===== config.mk =====
export PLATFORM = sky130hd
export DESIGN_NAME = d_sram_like_slave
export DESIGN_NICKNAME = d
export VERILOG_FILES = /design/src/rtl/d_sram_like_slave.sv
export SDC_FILE = /design/constraint.sdc
export NUM_CORES = 1
export LEC_CHECK = 0
export ABC_AREA = 1
export BUFFER_PORTS_ARGS = -buffer_cell sky130_fd_sc_hd__buf_4
export CELL_PAD_IN_SITES_DETAIL_PLACEMENT = 2
export CELL_PAD_IN_SITES_GLOBAL_PLACEMENT = 2
export CORE_ASPECT_RATIO = 0.7
export CORE_MARGIN = 4
export CORE_UTILIZATION = 19
export DETAILED_ROUTE_END_ITERATION = 8
export MAX_ROUTING_LAYER = met4
export PLACE_DENSITY_LB_ADDON = 0.1
export SYNTH_ARGS = -nofsm -noshare
export SYNTH_HDL_FRONTEND = slang
export SYNTH_SLANG_ARGS = --single-unit

===== constraint.sdc =====
create_clock -name clk -period 1.8 [get_ports clk]
set_clock_uncertainty 0.2 [all_clocks]
set_input_delay 0.18 -clock clk [delete_from_list [all_inputs] [get_ports clk]]
set_output_delay 0.18 -clock clk [all_outputs]
set_load 0.03 [all_outputs]

===== src/rtl/d_sram_like_slave.sv =====
// Single-outstanding SRAM-like responder in front of a synchronous RAM with
// one-cycle read latency; LAT adds wait cycles between address handshake and access.
module d_sram_like_slave #(
   parameter int LAT    = 0,
   parameter int ADDR_W = 16
) (
   input  logic              clk,
   input  logic              rst,
   input  logic              data_req,
   input  logic              data_wr,
   input  logic [1:0]        data_size,
   input  logic [31:0]       data_addr,
   input  logic [31:0]       data_wdata,
   output logic [31:0]       data_rdata,
   output logic              data_addr_ok,
   output logic              data_data_ok,
   output logic              ram_en,
   output logic [3:0]        ram_wen,
   output logic [ADDR_W-1:0] ram_addr,
   output logic [31:0]       ram_wdata,
   input  logic [31:0]       ram_rdata
);

   localparam logic [1:0] S_IDLE   = 2'd0;
   localparam logic [1:0] S_WAIT   = 2'd1;
   localparam logic [1:0] S_ACCESS = 2'd2;
   localparam logic [1:0] S_RESP   = 2'd3;
   localparam logic [3:0] LAT_M1   = (LAT > 0) ? 4'(LAT - 1) : 4'd0;

   logic [1:0]        state_q, state_d;
   logic [3:0]        cnt_q, cnt_d;
   logic              wr_q, wr_d;
   logic [1:0]        size_q, size_d;
   logic [ADDR_W+1:0] addr_q, addr_d;
   logic [31:0]       wdata_q, wdata_d;
   logic [3:0]        byte_en;

   // Address bits above the RAM window are deliberately dropped (wrap-around).
   logic unused_addr_hi;
   assign unused_addr_hi = ^data_addr[31:ADDR_W+2];

   always_comb begin
      state_d = state_q;
      cnt_d   = cnt_q;
      wr_d    = wr_q;
      size_d  = size_q;
      addr_d  = addr_q;
      wdata_d = wdata_q;
      case (state_q)
         S_IDLE: begin
            if (data_req) begin
               wr_d    = data_wr;
               size_d  = data_size;
               addr_d  = data_addr[ADDR_W+1:0];
               wdata_d = data_wdata;
               if (LAT > 0) begin
                  state_d = S_WAIT;
                  cnt_d   = LAT_M1;
               end else begin
                  state_d = S_ACCESS;
               end
            end
         end
         S_WAIT: begin
            if (cnt_q == 4'd0) state_d = S_ACCESS;
            else               cnt_d   = cnt_q - 4'd1;
         end
         S_ACCESS: state_d = S_RESP;
         default:  state_d = S_IDLE;
      endcase
   end

   always_comb begin
      case (size_q)
         2'b00:   byte_en = 4'b0001 << addr_q[1:0];
         2'b01:   byte_en = addr_q[1] ? 4'b1100 : 4'b0011;
         default: byte_en = 4'b1111;
      endcase
   end

   always_ff @(posedge clk) begin
      if (rst) begin
         state_q <= S_IDLE;
         cnt_q   <= 4'd0;
         wr_q    <= 1'b0;
         size_q  <= 2'd0;
         addr_q  <= '0;
         wdata_q <= 32'd0;
      end else begin
         state_q <= state_d;
         cnt_q   <= cnt_d;
         wr_q    <= wr_d;
         size_q  <= size_d;
         addr_q  <= addr_d;
         wdata_q <= wdata_d;
      end
   end

   assign data_addr_ok = (state_q == S_IDLE);
   assign data_data_ok = (state_q == S_RESP);
   assign data_rdata   = (state_q == S_RESP && !wr_q) ? ram_rdata : 32'd0;
   assign ram_en       = (state_q == S_ACCESS);
   assign ram_wen      = (state_q == S_ACCESS && wr_q) ? byte_en : 4'b0000;
   assign ram_addr     = addr_q[ADDR_W+1:2];
   assign ram_wdata    = wdata_q;

endmodule


==> results.py <==
metrics = {
    "status": {
        "outcome": "completed",
    },
    "setup_path": {
        "crit_fanout": 16,
        "critical_path_required_ns": 1.42,
        "startpoint_type": "flop",
        "cp.arrival_ns": 1.35,
        "path_cells": "nand2_2 > inv_2 > nand2_4 > buf_12 > nor2_1 > buf_4",
        "cp-end-kind": "output port",
        "cp_top_family": "buffers and inverters",
        "critPathMaxStageDelay_ns": 0.37,
        "path_buf_inv": 3,
        "crit_type": "flop to output port",
        "critical-path-slowest-cell": "dfxtp_4",
    },
    "synth": {
        "async_reset_ff_frac": 0,
        "synth_top_cell_area_share": 0.451,
        "ys_seq_elements": 59,
        "synthFlopType": "dfxtp_1",
        "synth.area.top_cells": "dfxtp_1 45%, nor2_1 19%, inv_1 6.2%",
        "netlist-cell-type-count": 22,
        "synth-edff-count": 0,
        "yosysSeqAreaShare": 0.451,
        "yosys.area.top_type": "dfxtp_1",
        "syn_inst": 370,
        "ys_warn_count": 0,
        "syn_area_sq_um": 2620,
        "syn_area_per_cell_sq_um": 7.08,
        "syn_nets": 473,
    },
    "grt": {
        "overflow": 0,
        "grt_pass1_wl_microns": 17500,
        "antenna_found_initial": 0,
        "grt_start_max_net_pins": 40,
        "grt_usage": 0.144,
        "grt_pass1_vias": 3322,
    },
    "die": {
        "rows": 35,
        "dieArea_sq_um": 15800,
        "start_util": 0.197,
        "io_pins": 189,
        "core_area_sq_um": 13300,
        "dieHeight_microns": 106,
        "die_width_microns": 148,
    },
    "route": {
        "postRouteAntennaNets": 0,
        "wl_per_cell_microns": 14.5,
        "drc": 0,
        "vias_per_cell": 4.06,
        "drt-total-wl_microns": 11300,
        "via_count": 3154,
        "dr.pass1.iters": 4,
        "drtIter0Drc": 56,
    },
    "sta": {
        "drv_slew": 0,
        "max_freq_mhz": 577,
        "whs_ns": 0.0497,
        "rsz0062_at_grt": "false",
        "worst_pin_slew_ns": 0.352,
        "slew_headroom": 0.764,
        "setup_viol": 0,
        "period_share": 0.963,
        "final-hold-violation-count": 0,
        "period_needed_ns": 1.73,
        "fin_ws_ns": 0.0674,
    },
    "clock_network": {
        "numCtsBuffers": 9,
        "tritoncts": "built",
        "htree_levels": 3,
        "clock_latency_ns": 0.32,
        "cts-root-buf": "clkbuf_16",
        "cts_sinks": 59,
        "clk_path_buf_depth": 2,
        "path_clk_slew_ns": 0.05,
    },
    "flow_run": {
        "cap_violations": 0,
    },
    "layout": {
        "final_cell_mix": "179 x buf_4, 120 x nor2_1, 57 x dfxtp_1",
        "final_core_util": 0.379,
        "final_common_cell": "buf_4",
        "drive_above_1_share": 0.406,
        "n_antenna_cell": 0,
        "instances_no_fill": 776,
        "area_growth_pct": 92.5,
        "fin_nets": 689,
    },
    "placed_design": {
        "dp_hpwl_microns": 8010,
        "dp_cells": 701,
        "finalWeightedCongestion": 0.664,
        "post-place-ws_ns": 0.124,
        "io_buffers": 174,
    },
    "pwr": {
        "finalPower_mw": 4.58,
        "ir_worst_vdd_v": 0.000450,
        "leakage_nw": 2.48,
        "powerDensity_nw_per_um2": 908,
    },
    "worst_hold_path": {
        "hp-class": "primary input to flop",
    },
}
==> what timing repair did <==
action	CTS	global route
setup buffers	2	1
setup endpoints to repair	36	36
gates resized for setup	12	14
hold endpoints to repair	54	0
hold buffers	54	0
cloned	0	2
==> metal layers <==
layer / global-route usage / share of wire / vias up
met4: 0.0323 / 0.011 / 0
met1: 0.161 / 0.42 / 1478
met5: - / 0 / -
li1: - / - / 1553
met3: 0.0605 / 0.079 / 13
met2: 0.240 / 0.49 / 110
==> worst paths after layout <==
kind                                            startpoint                         end  slack (ns)  cells past startpoint
worst max-delay path               state_q[0]$_SDFFE_PP0P_              data_rdata[14]        0.07                      6
worst max register to register     state_q[1]$_SDFFE_PP0P_     addr_q[10]$_SDFFE_PP0P_        0.26                      6
worst min-delay path                              data_req     state_q[1]$_SDFFE_PP0P_        0.05                      3
worst min register to register  ram_wdata[25]$_SDFFE_PP0P_  ram_wdata[25]$_SDFFE_PP0P_        0.29                      2
==> state kept, by name, indices dropped and copies added, names as in the netlist <==
register,flops
ram_wdata,32
addr_q,18
cnt_q,4
size_q,2
state_q,2
wr_q,1
==> synth_stat cells, types with 2 or more instances <==
cell type	number
o21ai_1	26
buf_6	4
nor3_1	2
a21oi_1	9
dfxtp_1	59
inv_1	43
nand2_1	12
buf_2	9
buf_4	16
nor2_1	133
clkbuf_1	5
o21ai_0	32
nor2_2	10
nand4_1	2
==> worst reg2reg max path: stages (launching register included) <==
cell and delay [ns]:
dfxtp_4 0.35, buf_4 0.15, nor2_4 0.13, nand2_4 0.08, buf_4 0.24, o21ai_0 0.21
nor2_1 0.07
==> cells by family after synthesis <==
logic type	count (synthesis)	share of synthesized area
AO/OA/AOI/OAI	67	0.128
adder cells (fa/ha/maj)	1	0.00477
buffers and inverters	81	0.166
flip-flops	59	0.451
AND/OR/NAND/NOR	162	0.251
==> through the flow <==
step           TNS (ns)  instance area [sq um]
3_5_place_dp          0                   4020
2_1_floorplan     -2.30                   2640
3_3_place_gp          0                   4020
6_report              0                   5040
4_1_cts               0                   4960
5_1_grt               0                   5040
==> report_power, final <==
part | switching (mW) | internal [mW]
Sequential | 0.0664 | 1.42
Combinational | 0.585 | 0.485
Clock | 0.632 | 1.39
==> layout make-up <==
class	count	area [sq um]
Clock inverter	6	113
Tap cell	185	231
Sequential cell	59	1190
Timing Repair Buffer	241	2030
Inverter	45	171
Clock buffer	10	239
Fill cell	1556	8270
Multi-Input combinational cell	230	1070
(Power assumes the default switching activity.)
